--- src/rtl/spu_mul_seq_pkg.sv ---
// spu_mul_seq_pkg
// Shared definitions for the SPU product-scanning multiply sequencer:
// default counter width and the sequencer state encoding.
package spu_mul_seq_pkg;

    // Default width of the word count and the i/j index counters (N <= 15).
    localparam int SEQ_LEN_W = 4;

    // Sequencer states.
    typedef enum logic [2:0] {
        ST_IDLE = 3'd0,
        ST_ARST = 3'd1,
        ST_MAC  = 3'd2,
        ST_SHF  = 3'd3,
        ST_DONE = 3'd4
    } seq_state_e;

endpackage

--- src/rtl/spu_mul_seq_if.sv ---
// spu_mul_seq_if
// Bundles the SPU-side control (start/len/sq/abort, busy/done, operand
// indices) and the multiplier-control handshake (MAC request, ACCUM reset
// and shift requests, ack/shift-ack).
//   slave  : the sequencer (spu_mul_seq)
//   master : the SPU engine plus the multiplier control
interface spu_mul_seq_if #(
    parameter int LEN_W = spu_mul_seq_pkg::SEQ_LEN_W
) ();
    logic             spu_seq_start;
    logic [LEN_W-1:0] spu_seq_len;
    logic             spu_seq_sq;
    logic             spu_seq_abort;
    logic             spu_seq_busy;
    logic             spu_seq_done;
    logic [LEN_W-1:0] spu_seq_aidx;
    logic [LEN_W-1:0] spu_seq_bidx;
    logic             spu_mul_req_vld;
    logic             spu_mul_acc;
    logic             spu_mul_mulres_lshft;
    logic             spu_mul_areg_rst;
    logic             spu_mul_areg_shf;
    logic             mul_spu_ack;
    logic             mul_spu_shf_ack;

    modport slave (
        input  spu_seq_start, spu_seq_len, spu_seq_sq, spu_seq_abort,
        input  mul_spu_ack, mul_spu_shf_ack,
        output spu_seq_busy, spu_seq_done, spu_seq_aidx, spu_seq_bidx,
        output spu_mul_req_vld, spu_mul_acc, spu_mul_mulres_lshft,
        output spu_mul_areg_rst, spu_mul_areg_shf
    );

    modport master (
        output spu_seq_start, spu_seq_len, spu_seq_sq, spu_seq_abort,
        output mul_spu_ack, mul_spu_shf_ack,
        input  spu_seq_busy, spu_seq_done, spu_seq_aidx, spu_seq_bidx,
        input  spu_mul_req_vld, spu_mul_acc, spu_mul_mulres_lshft,
        input  spu_mul_areg_rst, spu_mul_areg_shf
    );
endinterface

--- src/rtl/spu_mul_seq_ctr.sv ---
// spu_mul_seq_ctr
// Row (i) / column (j) counter pair for product scanning.
//   clk_i, rst_i : clock, async active-high reset
//   clr_i        : clear i and j (start / abort)
//   row_inc_i    : advance to the next row of the current column
//   col_inc_i    : advance to the next column, row back to 0
//   sq_i, n_i    : latched square mode and word count
//   i_o, j_o     : current row and column
//   last_row_o   : i has reached imax(j) (j, or j/2 in square mode)
//   last_col_o   : j is the final column N-1
module spu_mul_seq_ctr
    import spu_mul_seq_pkg::*;
#(
    parameter int LEN_W = SEQ_LEN_W
) (
    input  logic             clk_i,
    input  logic             rst_i,
    input  logic             clr_i,
    input  logic             row_inc_i,
    input  logic             col_inc_i,
    input  logic             sq_i,
    input  logic [LEN_W-1:0] n_i,
    output logic [LEN_W-1:0] i_o,
    output logic [LEN_W-1:0] j_o,
    output logic             last_row_o,
    output logic             last_col_o
);
    localparam logic [LEN_W-1:0] ONE  = {{(LEN_W-1){1'b0}}, 1'b1};
    localparam logic [LEN_W-1:0] ZERO = {LEN_W{1'b0}};

    logic [LEN_W-1:0] i_q, i_d;
    logic [LEN_W-1:0] j_q, j_d;
    logic [LEN_W-1:0] imax_s;

    // Squaring only visits i <= j-i, i.e. the lower half of each column.
    assign imax_s     = sq_i ? {1'b0, j_q[LEN_W-1:1]} : j_q;
    assign last_row_o = (i_q == imax_s);
    assign last_col_o = (j_q == (n_i - ONE));
    assign i_o        = i_q;
    assign j_o        = j_q;

    // Next-state for the counters; clear has priority over any advance.
    always_comb begin
        i_d = i_q;
        j_d = j_q;
        if (clr_i) begin
            i_d = ZERO;
            j_d = ZERO;
        end else if (col_inc_i) begin
            i_d = ZERO;
            j_d = j_q + ONE;
        end else if (row_inc_i) begin
            i_d = i_q + ONE;
        end else begin
            i_d = i_q;
        end
    end

    // Counter registers.
    always_ff @(posedge clk_i or posedge rst_i) begin
        if (rst_i) begin
            i_q <= ZERO;
            j_q <= ZERO;
        end else begin
            i_q <= i_d;
            j_q <= j_d;
        end
    end
endmodule

--- src/rtl/spu_mul_seq.sv ---
// spu_mul_seq
// Product-scanning sequencer between the SPU modular-arithmetic engine and
// the shared multiplier control. Per run: one ACCUM reset, then for each
// column j the MACs A[i]*B[j-i] (i = 0..imax(j)), then one ACCUM >>64 shift.
//   rclk, rst : clock, async active-high reset
//   bus       : spu_mul_seq_if slave modport (SPU control + multiplier handshake)
// Every output is a decode of the state, counter and latched-mode flops.
module spu_mul_seq
    import spu_mul_seq_pkg::*;
#(
    parameter int LEN_W = SEQ_LEN_W
) (
    input  logic           rclk,
    input  logic           rst,
    spu_mul_seq_if.slave   bus
);
    localparam logic [LEN_W-1:0] ZERO = {LEN_W{1'b0}};

    seq_state_e       state_q, state_d;
    logic [LEN_W-1:0] n_q, n_d;
    logic             sq_q, sq_d;

    logic [LEN_W-1:0] i_s, j_s, bidx_s;
    logic             last_row_s, last_col_s;
    logic             start_ok_s, clr_s, row_inc_s, col_inc_s;
    logic             in_mac_s;

    // A start is only honoured from IDLE, and abort overrides it.
    assign start_ok_s = bus.spu_seq_start & (state_q == ST_IDLE) & ~bus.spu_seq_abort;
    assign clr_s      = start_ok_s | bus.spu_seq_abort;
    assign row_inc_s  = (state_q == ST_MAC) & bus.mul_spu_ack & ~last_row_s & ~bus.spu_seq_abort;
    assign col_inc_s  = (state_q == ST_SHF) & bus.mul_spu_shf_ack & ~last_col_s & ~bus.spu_seq_abort;

    spu_mul_seq_ctr #(.LEN_W(LEN_W)) u_ctr (
        .clk_i      (rclk),
        .rst_i      (rst),
        .clr_i      (clr_s),
        .row_inc_i  (row_inc_s),
        .col_inc_i  (col_inc_s),
        .sq_i       (sq_q),
        .n_i        (n_q),
        .i_o        (i_s),
        .j_o        (j_s),
        .last_row_o (last_row_s),
        .last_col_o (last_col_s)
    );

    // Next-state logic and latching of N / square mode on an accepted start.
    always_comb begin
        state_d = state_q;
        n_d     = n_q;
        sq_d    = sq_q;
        if (start_ok_s) begin
            n_d  = bus.spu_seq_len;
            sq_d = bus.spu_seq_sq;
        end else begin
            n_d  = n_q;
            sq_d = sq_q;
        end
        case (state_q)
            ST_IDLE: begin
                if (start_ok_s) begin
                    state_d = (bus.spu_seq_len != ZERO) ? ST_ARST : ST_DONE;
                end else begin
                    state_d = ST_IDLE;
                end
            end
            ST_ARST: state_d = ST_MAC;
            ST_MAC: begin
                if (bus.mul_spu_ack) begin
                    state_d = last_row_s ? ST_SHF : ST_MAC;
                end else begin
                    state_d = ST_MAC;
                end
            end
            ST_SHF: begin
                if (bus.mul_spu_shf_ack) begin
                    state_d = last_col_s ? ST_DONE : ST_MAC;
                end else begin
                    state_d = ST_SHF;
                end
            end
            ST_DONE: state_d = ST_IDLE;
            default: state_d = ST_IDLE;
        endcase
        if (bus.spu_seq_abort) begin
            state_d = ST_IDLE;
        end else begin
            state_d = state_d;
        end
    end

    // State and latched-operand registers.
    always_ff @(posedge rclk or posedge rst) begin
        if (rst) begin
            state_q <= ST_IDLE;
            n_q     <= ZERO;
            sq_q    <= 1'b0;
        end else begin
            state_q <= state_d;
            n_q     <= n_d;
            sq_q    <= sq_d;
        end
    end

    assign in_mac_s = (state_q == ST_MAC);
    assign bidx_s   = j_s - i_s;

    // Indices are forced to zero outside MAC so idle outputs are all-zero.
    assign bus.spu_seq_busy         = (state_q != ST_IDLE);
    assign bus.spu_seq_done         = (state_q == ST_DONE);
    assign bus.spu_seq_aidx         = in_mac_s ? i_s : ZERO;
    assign bus.spu_seq_bidx         = in_mac_s ? bidx_s : ZERO;
    assign bus.spu_mul_req_vld      = in_mac_s;
    assign bus.spu_mul_acc          = in_mac_s;
    // Off-diagonal square terms appear twice in A*A, so double them once.
    assign bus.spu_mul_mulres_lshft = in_mac_s & sq_q & (i_s != bidx_s);
    assign bus.spu_mul_areg_rst     = (state_q == ST_ARST);
    assign bus.spu_mul_areg_shf     = (state_q == ST_SHF);
endmodule

--- src/flat_wrapper.sv ---
// flat-port wrapper written by rule: the top's interface ports become plain ports
module spu_mul_seq_flat import spu_mul_seq_pkg::*;
#(
    parameter int LEN_W = SEQ_LEN_W
)
  (rclk, rst, bus_spu_seq_start, bus_spu_seq_len, bus_spu_seq_sq, bus_spu_seq_abort, bus_mul_spu_ack, bus_mul_spu_shf_ack, bus_spu_seq_busy, bus_spu_seq_done, bus_spu_seq_aidx, bus_spu_seq_bidx, bus_spu_mul_req_vld, bus_spu_mul_acc, bus_spu_mul_mulres_lshft, bus_spu_mul_areg_rst, bus_spu_mul_areg_shf);
  spu_mul_seq_if #(.LEN_W(LEN_W)) bus_i ();
  input  logic rclk;
  input  logic rst;
  input wire logic [$bits(bus_i.spu_seq_start)-1:0] bus_spu_seq_start;
  input wire logic [$bits(bus_i.spu_seq_len)-1:0] bus_spu_seq_len;
  input wire logic [$bits(bus_i.spu_seq_sq)-1:0] bus_spu_seq_sq;
  input wire logic [$bits(bus_i.spu_seq_abort)-1:0] bus_spu_seq_abort;
  input wire logic [$bits(bus_i.mul_spu_ack)-1:0] bus_mul_spu_ack;
  input wire logic [$bits(bus_i.mul_spu_shf_ack)-1:0] bus_mul_spu_shf_ack;
  output wire logic [$bits(bus_i.spu_seq_busy)-1:0] bus_spu_seq_busy;
  output wire logic [$bits(bus_i.spu_seq_done)-1:0] bus_spu_seq_done;
  output wire logic [$bits(bus_i.spu_seq_aidx)-1:0] bus_spu_seq_aidx;
  output wire logic [$bits(bus_i.spu_seq_bidx)-1:0] bus_spu_seq_bidx;
  output wire logic [$bits(bus_i.spu_mul_req_vld)-1:0] bus_spu_mul_req_vld;
  output wire logic [$bits(bus_i.spu_mul_acc)-1:0] bus_spu_mul_acc;
  output wire logic [$bits(bus_i.spu_mul_mulres_lshft)-1:0] bus_spu_mul_mulres_lshft;
  output wire logic [$bits(bus_i.spu_mul_areg_rst)-1:0] bus_spu_mul_areg_rst;
  output wire logic [$bits(bus_i.spu_mul_areg_shf)-1:0] bus_spu_mul_areg_shf;
  assign bus_i.spu_seq_start = bus_spu_seq_start;
  assign bus_i.spu_seq_len = bus_spu_seq_len;
  assign bus_i.spu_seq_sq = bus_spu_seq_sq;
  assign bus_i.spu_seq_abort = bus_spu_seq_abort;
  assign bus_i.mul_spu_ack = bus_mul_spu_ack;
  assign bus_i.mul_spu_shf_ack = bus_mul_spu_shf_ack;
  assign bus_spu_seq_busy = bus_i.spu_seq_busy;
  assign bus_spu_seq_done = bus_i.spu_seq_done;
  assign bus_spu_seq_aidx = bus_i.spu_seq_aidx;
  assign bus_spu_seq_bidx = bus_i.spu_seq_bidx;
  assign bus_spu_mul_req_vld = bus_i.spu_mul_req_vld;
  assign bus_spu_mul_acc = bus_i.spu_mul_acc;
  assign bus_spu_mul_mulres_lshft = bus_i.spu_mul_mulres_lshft;
  assign bus_spu_mul_areg_rst = bus_i.spu_mul_areg_rst;
  assign bus_spu_mul_areg_shf = bus_i.spu_mul_areg_shf;
  spu_mul_seq #(.LEN_W(LEN_W)) u_core (.rclk(rclk), .rst(rst), .bus(bus_i));
endmodule
--- config.mk ---
export PLATFORM = sky130hd
export DESIGN_NAME = spu_mul_seq_flat
export DESIGN_NICKNAME = d
export VERILOG_FILES = /design/src/rtl/spu_mul_seq_pkg.sv /design/src/rtl/spu_mul_seq_if.sv /design/src/rtl/spu_mul_seq_ctr.sv /design/src/rtl/spu_mul_seq.sv /design/src/flat_wrapper.sv
export SDC_FILE = /design/constraint.sdc
export NUM_CORES = 1
export LEC_CHECK = 0
export ABC_AREA = 1
export CAP_MARGIN = 20
export CORE_MARGIN = 4
export CORE_UTILIZATION = 39
export DETAILED_ROUTE_END_ITERATION = 16
export HOLD_SLACK_MARGIN = 0.05
export PLACE_DENSITY = 0.72
export RECOVER_POWER = 50
export SYNTH_ARGS = -nofsm -noshare
export SYNTH_HDL_FRONTEND = slang
export SYNTH_SLANG_ARGS = --single-unit
export TNS_END_PERCENT = 20
--- constraint.sdc ---
create_clock -name rclk -period 1.75 [get_ports rclk]
set_input_delay 0.35 -clock rclk [delete_from_list [all_inputs] [get_ports rclk]]
set_output_delay 0.35 -clock rclk [all_outputs]
set_load 0.005 [all_outputs]
==> flow_summary.yaml, run 1 <==
routing:
  drt_iter0_drc: 67
  via_per_inst: 4.78
  drc: 0
  vias: 1387
  routed_wl_mm: 3.47
  wl_per_cell_um: 11.9
  drtAntennaViolNets: 0
  first_pass_iters: 4
finish:
  fillers: 278
  multiInputGateArea_um2: 876
  layout.nets: 265
  diodes: 0
  fin_util: 0.625
  drive_gt1_frac: 0.329
  area.sequential_um2: 400
  area_growth_pct: 49.5
worst_setup_path:
  cp_max_fo: 2
  cp_num_buf_inv: 3
  startpoint_type: "register"
  cp_slowest_cell: "fa_2"
  r2r-start: "u_core.n_q[0]"
  cp-end-kind: "output pin"
  cp_num_cells: 7
  crit_type: "register to output pin"
  crit_path_frequent_cell: "inv_2"
  reg2reg_depth: 8
  regToRegEndpoint: "u_core.state_q[1]"
  crit_path_max_incr_delay_ns: 0.54
  arrival_ns: 1.89
  r2r_slack_ns: 0.11
  cp_cell_sequence: "inv_2 > ha_4 > inv_2 > fa_2 > xnor2_1 > a41oi_1 > buf_2"
  required_ns: 1.40
  critical_path.top_delay_family: "adder cells"
global_route:
  grt_usage: 0.172
  grt_pass1_vias: 1341
  grt_pass1_wl_mm: 5.76
  grt_antenna_before_repair: 0
  grt_overflow: 0
  grt_max_degree: 17
hold_path:
  holdCritStartpoint: "u_core.n_q[3]"
  worstHoldPathCells: 2
  min_path_type: "register to register"
  hold_end: "u_core.n_q[3]"
synthesis:
  syn_inst: 186
  synth_top_area_share: 0.306
  synth.distinct_cells: 25
  syn_nets: 204
  synth_seq_cells: 16
  ys_async_sr_fraction: 1.00
  yosys_warnings: 0
  syn-cell-area_mm2: 0.00131
  syn_area_per_cell_um2: 7.03
  yosys-top-cells-count: "nand2_1, inv_1, nand3_1"
  yosys-top-cells-area: "dfrtp_1, nand2_1, nand3_1, inv_1, ha_1"
  seq_area_frac_synth: 0.306
  synth_edf_count: 0
  synth_ff_type: "dfrtp_1"
  synth.most_common_cell: "nand2_1"
  yosysTopAreaCell: "dfrtp_1"
timing:
  fin_skew_ns: 0.00374
  worst_slew_pin_slew_ns: 0.959
  max_freq_ghz: 0.447
  fin_crit_ns: 2.24
  hold_ws_ns: 0.578
  report.final.setup_viol: 5
  fin_ws_ns: -0.487
  slew-limit-headroom: 0.361
  rsz0062_at_grt: "true"
  period_share: 1.28
  drv_slew: 0
  hold_viol_final: 0
floorplan:
  fp.dieH_um: 65.9
  core_mm2: 0.00313
  io_pins: 26
  die_x_um: 65.9
  rows: 20
  start_util: 0.418
  dieArea_mm2: 0.00434
power_and_ir_drop:
  ir_worst_vdd_mv: 0.273
  p_leak_nw: 1.06
  p_switching_w: 0.000338
  seq_power_share: 0.426
  clkPwrFrac: 0.272
  p_sw_frac: 0.342
  comb_power_share: 0.302
  internal_power_w: 0.000650
  p_per_area_mw_per_mm2: 505
clocking:
  clock_sinks: 16
  cts_root_buf: "clkbuf_4"
  cts_buffer_depth: 2
  cts_tree: "done"
  clk_pin_slew_worst_paths_ns: 0.11
  clk_latency_ns: 0.30
  htreeDepth: 1
  cts_buffers: 3
place:
  gp_congestion: 0.898
  dp_hpwl_mm: 2.65
  port-buffer-count: 25
run_status:
  status: "finished, violations left"
  violations: "setup timing"
job:
  maxCapViolations: 0
-- cell families after synthesis --
logic type,synth area share
simple gates,0.388
buf+inv,0.0957
compound gates,0.0641
flops,0.306
xor+xnor,0.0737
fa+ha+maj,0.0727
-- tightest hold or removal path, delay by kind of cell, from the launching register on --
family	cells	cell delay (ns)
compound gates	1	0.08
buf+inv	1	0.07
flops	1	0.39
-- sequential cells by signal (all words and copies together) (netlist names) --
signal,flops
u_core.u_ctr.i_o,4
u_core.sq_q,1
u_core.u_ctr.j_o,4
u_core.n_q,4
u_core.state_q,3
-- power by group through the flow --
stage | sequential, W | combinational, W | clock (W)
CTS | 0.000418 | 0.000291 | 0.000267
finish | 0.000421 | 0.000298 | 0.000269
detailed placement | 0.000426 | 0.000291 | 0
global placement | 0.000423 | 0.000283 | 0
floorplan | 0.000423 | 0.000179 | 0
global route | 0.000425 | 0.000333 | 0.000284
-- through the flow --
stage | setup TNS [ns] | std cells | setup slack, ns | power, W | cell area [um^2]
after floorplan | -0.104 | 186 | -0.104 | 0.000602 | 1330
after global placement | -1.80 | 281 | -0.534 | 0.000707 | 1830
after detailed placement | -1.89 | 281 | -0.560 | 0.000717 | 1830
after CTS | -3.12 | 287 | -0.521 | 0.000976 | 1870
after global routing | -2.12 | 290 | -0.593 | 0.00104 | 1950
final | -1.60 | 290 | -0.487 | 0.000988 | 1950
-- per-layer routing --
metal | vias up | wire length [um] | global-route usage | part of all wire
li1 | 713 | - | - | -
met1 | 646 | 1630 | 0.230 | 0.47
met2 | 20 | 1650 | 0.273 | 0.48
met3 | 8 | 111 | 0.0170 | 0.032
met4 | 0 | 78 | 0.0881 | 0.023
met5 | - | 0 | 0 | 0
-- layout by cell type, fill, tap and decap left out, types with 2 or more instances in the layout --
cell and instances:
clkdlybuf4s50_1 9, inv_2 14, ha_4 3, buf_4 29
inv_1 16, clkbuf_2 2, ha_1 3, o21ai_0 6
nand3_1 20, clkbuf_4 3, nand3_2 2, xor2_1 7
buf_2 5, nand2_2 4, nand4_1 3, nor2_4 2
nand2_4 4, dlygate4sd2_1 2, o21ai_1 4, nand2_1 43
nor2_1 16, xnor2_1 3, nor3_1 2, clkbuf_1 2
nor2_2 3, a21oi_1 2, dlymetal6s2s_1 6, a21oi_2 3
dfrtp_1 16
-- timing repair --
item,4_1_cts,5_1_grt
setup buffers,2,3
pin swaps,7,6
hold buffers,0,0
setup endpoints to repair,15,23
resized for setup,30,25
-- area by class of cell --
cell class | count | area share
clock buffers | 4 | 0.0186
inverters | 30 | 0.0576
multi-input cells | 138 | 0.448
flip-flops and latches | 16 | 0.205
well taps | 44 | 0.0282
repair buffers | 58 | 0.243
-- how the worst max path moves through the flow --
| stage | slack [ns] | from | endpoint |
|---|---|---|---|
| detailed placement | -0.56 | u_core.u_ctr.j_o[0] | bus_spu_mul_mulres_lshft |
| finish | -0.49 | u_core.u_ctr.j_o[0] | bus_spu_mul_mulres_lshft |
| CTS | -0.52 | u_core.u_ctr.j_o[0] | bus_spu_mul_mulres_lshft |
| global route | -0.59 | u_core.u_ctr.j_o[0] | bus_spu_mul_mulres_lshft |
| floorplan | -0.10 | u_core.u_ctr.j_o[0] | bus_spu_mul_mulres_lshft |
| global placement | -0.53 | u_core.u_ctr.j_o[0] | bus_spu_mul_mulres_lshft |
Power figures use the tool's default switching activity.
==> inputs of run 2 (changes only) <==
CTS_CLUSTER_DIAMETER = 30   (was default)
TNS_END_PERCENT = 30   (was 20)
==> flow_summary.yaml, run 2 (synthesis gave the netlist of run 1 again) <==
finish:
  final_cell_mix: "nand2_1, buf_4, nand3_1"
  diodes: 0
  area_growth_pct: 49.5
  drive_gt1_frac: 0.329
  mostFrequentLayoutCell: "nand2_1"
  layout.nets: 265
timing:
  report.final.setup_viol: 5
  timing.setup.tns_ns: -1.60
  hold_viol_final: 0
  fin_ws_ns: -0.487
  worst_slew_pin_slew_ns: 0.959
  drv_slew: 0
  fin_skew_ns: 0.00374
  fin_crit_ns: 2.24
  slew-limit-headroom: 0.361
  period_share: 1.28
  max_freq_ghz: 0.447
  rsz0062_at_grt: "true"
worst_setup_path:
  crit_path_frequent_cell: "inv_2"
  cp-end-kind: "output pin"
  required_ns: 1.40
  cp_max_fo: 2
  startpoint_type: "register"
  r2r_slack_ns: 0.11
  crit_path_max_incr_delay_ns: 0.54
  regToRegEndpoint: "u_core.state_q[1]"
  r2r-start: "u_core.n_q[0]"
  crit_type: "register to output pin"
  reg2reg_depth: 8
  cp_slowest_cell: "fa_2"
  cp_cell_sequence: "inv_2 > ha_4 > inv_2 > fa_2 > xnor2_1 > a41oi_1 > buf_2"
  arrival_ns: 1.89
routing:
  via_per_inst: 4.78
  vias: 1387
  routed_wl_mm: 3.47
  drc: 0
  wl_per_cell_um: 11.9
  first_pass_iters: 4
  drt_iter0_drc: 72
  drtAntennaViolNets: 0
job:
  maxCapViolations: 0
clocking:
  cts_buffers: 3
  cts_buffer_depth: 2
  cts_root_buf: "clkbuf_4"
  htreeDepth: 1
  clk_pin_slew_worst_paths_ns: 0.11
  cts_hold_buffers: 0
  cts_tree: "done"
  clock_sinks: 16
  clk_latency_ns: 0.30
floorplan:
  core_mm2: 0.00313
  io_pins: 26
  start_util: 0.418
  dieArea_mm2: 0.00434
  die_x_um: 65.9
  rows: 20
  fp.dieH_um: 65.9
global_route:
  grt_antenna_before_repair: 0
  grt-busiest-layer: "met2"
  grt_max_degree: 17
  met1_usage: 0.230
  grt_pass1_wl_mm: 5.76
  met2_usage: 0.273
  met3_usage: 0.0170
  grt_overflow: 0
  grt_usage: 0.172
  grt_pass1_vias: 1341
hold_path:
  min_path_type: "register to register"
  hold_end: "u_core.n_q[3]"
  worstHoldPathCells: 2
  holdCritStartpoint: "u_core.n_q[3]"
place:
  place_ws_ns: -0.560
  port-buffer-count: 25
  dp_hpwl_mm: 2.65
  gp_congestion: 0.898
power_and_ir_drop:
  p_leak_nw: 1.06
  p_per_area_mw_per_mm2: 505
  ir_worst_vdd_mv: 0.273
run_status:
  status: "finished, violations left"
  violations: "setup timing"
## run 2: cell counts in the layout (fill, tap and decap cells not counted)
No cell type changed its count.
## run 2: what timing repair did
item / in CTS / in global routing
resized for setup: 30 / 25
setup buffers: 2 / 3
setup endpoints to repair: 15 / 23
endpoints found under the hold margin: 0 / 0
pin swaps: 7 / 6
## run 2: worst max path at each step
| stage | from | endpoint | cells past startpoint |
|---|---|---|---|
| floorplan | u_core.u_ctr.j_o[0] | bus_spu_mul_mulres_lshft | 6 |
| global placement | u_core.u_ctr.j_o[0] | bus_spu_mul_mulres_lshft | 8 |
| detailed placement | u_core.u_ctr.j_o[0] | bus_spu_mul_mulres_lshft | 8 |
| CTS | u_core.u_ctr.j_o[0] | bus_spu_mul_mulres_lshft | 8 |
| global route | u_core.u_ctr.j_o[0] | bus_spu_mul_mulres_lshft | 7 |
| finish | u_core.u_ctr.j_o[0] | bus_spu_mul_mulres_lshft | 7 |
## run 2: metrics by stage
stage	total power, W	utilization	area [um^2]	hold WS, ns	std cells
6_report	0.000988	0.625	1950	0.578	290
5_1_grt	0.00104	0.625	1950	0.609	290
4_1_cts	0.000976	0.599	1870	0.347	287
3_5_place_dp	0.000717	0.586	1830	0.560	281
3_3_place_gp	0.000707	0.586	1830	0.548	281
2_1_floorplan	0.000602	-	1330	0.264	186
## run 2: cell type report
| type | count | area, um^2 |
|---|---|---|
| Inverter | 30 | 113 |
| Tap cell | 44 | 55.1 |
| Fill cell | 278 | 1170 |
| Clock buffer | 4 | 36.3 |
| Sequential cell | 16 | 400 |
| Timing Repair Buffer | 58 | 474 |
| Multi-Input combinational cell | 138 | 876 |
## run 2: layer usage
layer / vias to the layer above / share of wire
met4: 0 / 0.023
met1: 646 / 0.47
met3: 8 / 0.032
met2: 20 / 0.48
met5: - / 0
li1: 713 / -
## run 2: critical path, delay by kind of cell, from the launching register on
family / cells / cell delay, ns
adder cells (fa/ha/maj): 2 / 0.66
buffers and inverters: 3 / 0.26
AO/OA/AOI/OAI: 1 / 0.20
XOR/XNOR: 1 / 0.07
flip-flops: 1 / 0.40
## run 2: power breakdown
group | leakage [nW] | internal (W) | switching (W) | total [W]
Sequential | 0.214 | 0.000395 | 0.0000254 | 0.000421
Combinational | 0.828 | 0.000127 | 0.000171 | 0.000298
Clock | 0.0210 | 0.000127 | 0.000142 | 0.000269
==> inputs of run 3 (changes only) <==
--- a/config.mk
+++ b/config.mk
@@ -7,5 +7,4 @@
 export LEC_CHECK = 0
 export ABC_AREA = 1
-export CAP_MARGIN = 20
 export CORE_MARGIN = 4
 export CORE_UTILIZATION = 39
==> constraint.sdc (replaced) <==
create_clock -name rclk -period 1.75 [get_ports rclk]
set_input_delay 0.35 -clock rclk [delete_from_list [all_inputs] [get_ports rclk]]
set_output_delay 0.35 -clock rclk [all_outputs]
set_load 0.02 [all_outputs]
==> flow_summary.yaml, run 3 (synthesis gave the netlist of run 1 again) <==
job:
  maxCapViolations: 0
timing:
  fin_ws_ns: -0.579
  hold_ws_ns: 0.577
  slew-limit-headroom: 0.375
  timing.setup.tns_ns: -1.79
  fin_crit_ns: 2.33
  max_freq_ghz: 0.429
  fin_skew_ns: 0.00205
  hold_viol_final: 0
  rsz0062_at_grt: "true"
  worst_slew_pin_slew_ns: 0.938
  drv_slew: 0
  report.final.setup_viol: 4
  period_share: 1.33
routing:
  vias: 1403
  drc: 0
  routed_wl_mm: 3.61
  drtAntennaViolNets: 0
  via_per_inst: 4.80
  drt_iter0_drc: 73
  first_pass_iters: 4
  wl_per_cell_um: 12.4
worst_setup_path:
  r2r_slack_ns: 0.07
  reg2reg_depth: 11
  cp_max_fo: 2
  crit_start: "u_core.u_ctr.j_o[0]"
  cp_cell_sequence: "inv_2 > ha_4 > inv_2 > fa_2 > xnor2_2 > xor2_1 > a41oi_2 > buf_4"
  regToRegEndpoint: "u_core.u_ctr.i_o[0]"
  critical_path.top_delay_family: "adder cells"
  cp_slowest_cell: "dfrtp_1"
  crit_path_frequent_cell: "inv_2"
  cp_num_buf_inv: 3
  startpoint_type: "register"
  crit_type: "register to output pin"
  arrival_ns: 1.98
  cp-end-kind: "output pin"
  crit_path_max_incr_delay_ns: 0.41
  r2r-start: "u_core.u_ctr.j_o[0]"
  required_ns: 1.40
clocking:
  clk_latency_ns: 0.30
  cts_root_buf: "clkbuf_4"
  cts_tree: "done"
  clk_pin_slew_worst_paths_ns: 0.10
  cts_buffer_depth: 2
  cts_buffers: 3
  htreeDepth: 1
  clock_sinks: 16
place:
  place_ws_ns: -0.656
  dp_hpwl_mm: 2.74
  gp_congestion: 0.843
  port-buffer-count: 25
finish:
  area_growth_pct: 50.2
  drive_gt1_frac: 0.379
  diodes: 0
  layout.nets: 267
  mostFrequentLayoutCell: "nand2_1"
  final_cell_mix: "nand2_1, buf_4, nand3_1, inv_1, dfrtp_1"
  fillers: 294
floorplan:
  fp.dieH_um: 65.9
  core_mm2: 0.00313
  start_util: 0.418
  io_pins: 26
  dieArea_mm2: 0.00434
  die_x_um: 65.9
  rows: 20
global_route:
  grt_overflow: 0
  grt_pass1_vias: 1403
  grt_antenna_before_repair: 0
  grt_max_degree: 17
  grt_pass1_wl_mm: 6.15
  grt_usage: 0.184
power_and_ir_drop:
  p_per_area_mw_per_mm2: 501
  ir_worst_vdd_mv: 0.250
  p_leak_nw: 0.979
run_status:
  status: "finished, violations left"
  violations: "setup timing"
hold_path:
  holdCritStartpoint: "u_core.n_q[3]"
  hold_end: "u_core.n_q[3]"
  min_path_type: "register to register"
  worstHoldPathCells: 2
[run 3: cell types whose count changed in the layout (fill, tap and decap cells not counted), sizes merged]
cell,before,now
buf,35,44
dlymetal6s2s,6,0
dlygate4sd2,2,0
clkbuf,8,9
[run 3: where the power goes]
group	total (W)	internal (W)	leakage (nW)	switching (W)
Sequential	0.000417	0.000395	0.214	0.0000215
Combinational	0.000311	0.000131	0.743	0.000180
Clock	0.000256	0.000127	0.0210	0.000129
Total	0.000984	0.000654	0.979	0.000330
[run 3: tightest hold or removal path, cell delays in order (launching register included)]
cell and delay [ns]:
dfrtp_1 0.39, inv_1 0.07, o21ai_0 0.08
[run 3: how the worst max path moves through the flow]
stage	endpoint	slack, ns	cells past startpoint
after floorplan	bus_spu_mul_mulres_lshft	-0.23	6
after global placement	bus_spu_mul_mulres_lshft	-0.64	7
after detailed placement	bus_spu_mul_mulres_lshft	-0.66	7
after CTS	bus_spu_mul_mulres_lshft	-0.57	8
after global routing	bus_spu_mul_mulres_lshft	-0.70	8
final	bus_spu_mul_mulres_lshft	-0.58	8
[run 3: area by class of cell]
type,count,area (um^2),area share
tap,44,55.1,0.0280
timing repair buffer,60,468,0.238
multi-input combinational,138,892,0.454
sequential,16,400,0.204
inverter,30,113,0.0573
clock buffer,4,36.3,0.0185
[run 3: what timing repair did]
action | 4_1_cts | 5_1_grt
pin swaps | 9 | 15
setup endpoints to repair | 15 | 21
hold buffers | 0 | 0
buffers inserted | 4 | 6
gates resized for setup | 61 | 31
[run 3: routing by layer]
metal	global-route usage	up-vias	part of all wire	routed length, um
met4	0.0699	0	0.022	80
met5	0	-	0	0
li1	-	715	-	-
met3	0.0153	7	0.031	113
met1	0.232	654	0.45	1610
met2	0.320	27	0.50	1810
[run 3: metrics by stage]
stage               utilization  cell area, um^2  cells  power, W
finish                    0.628             1960    292  0.000984
global route              0.628             1960    292   0.00105
CTS                       0.604             1890    287  0.000982
detailed placement        0.591             1850    281  0.000726
global placement          0.591             1850    281  0.000719
floorplan                     -             1350    186  0.000612
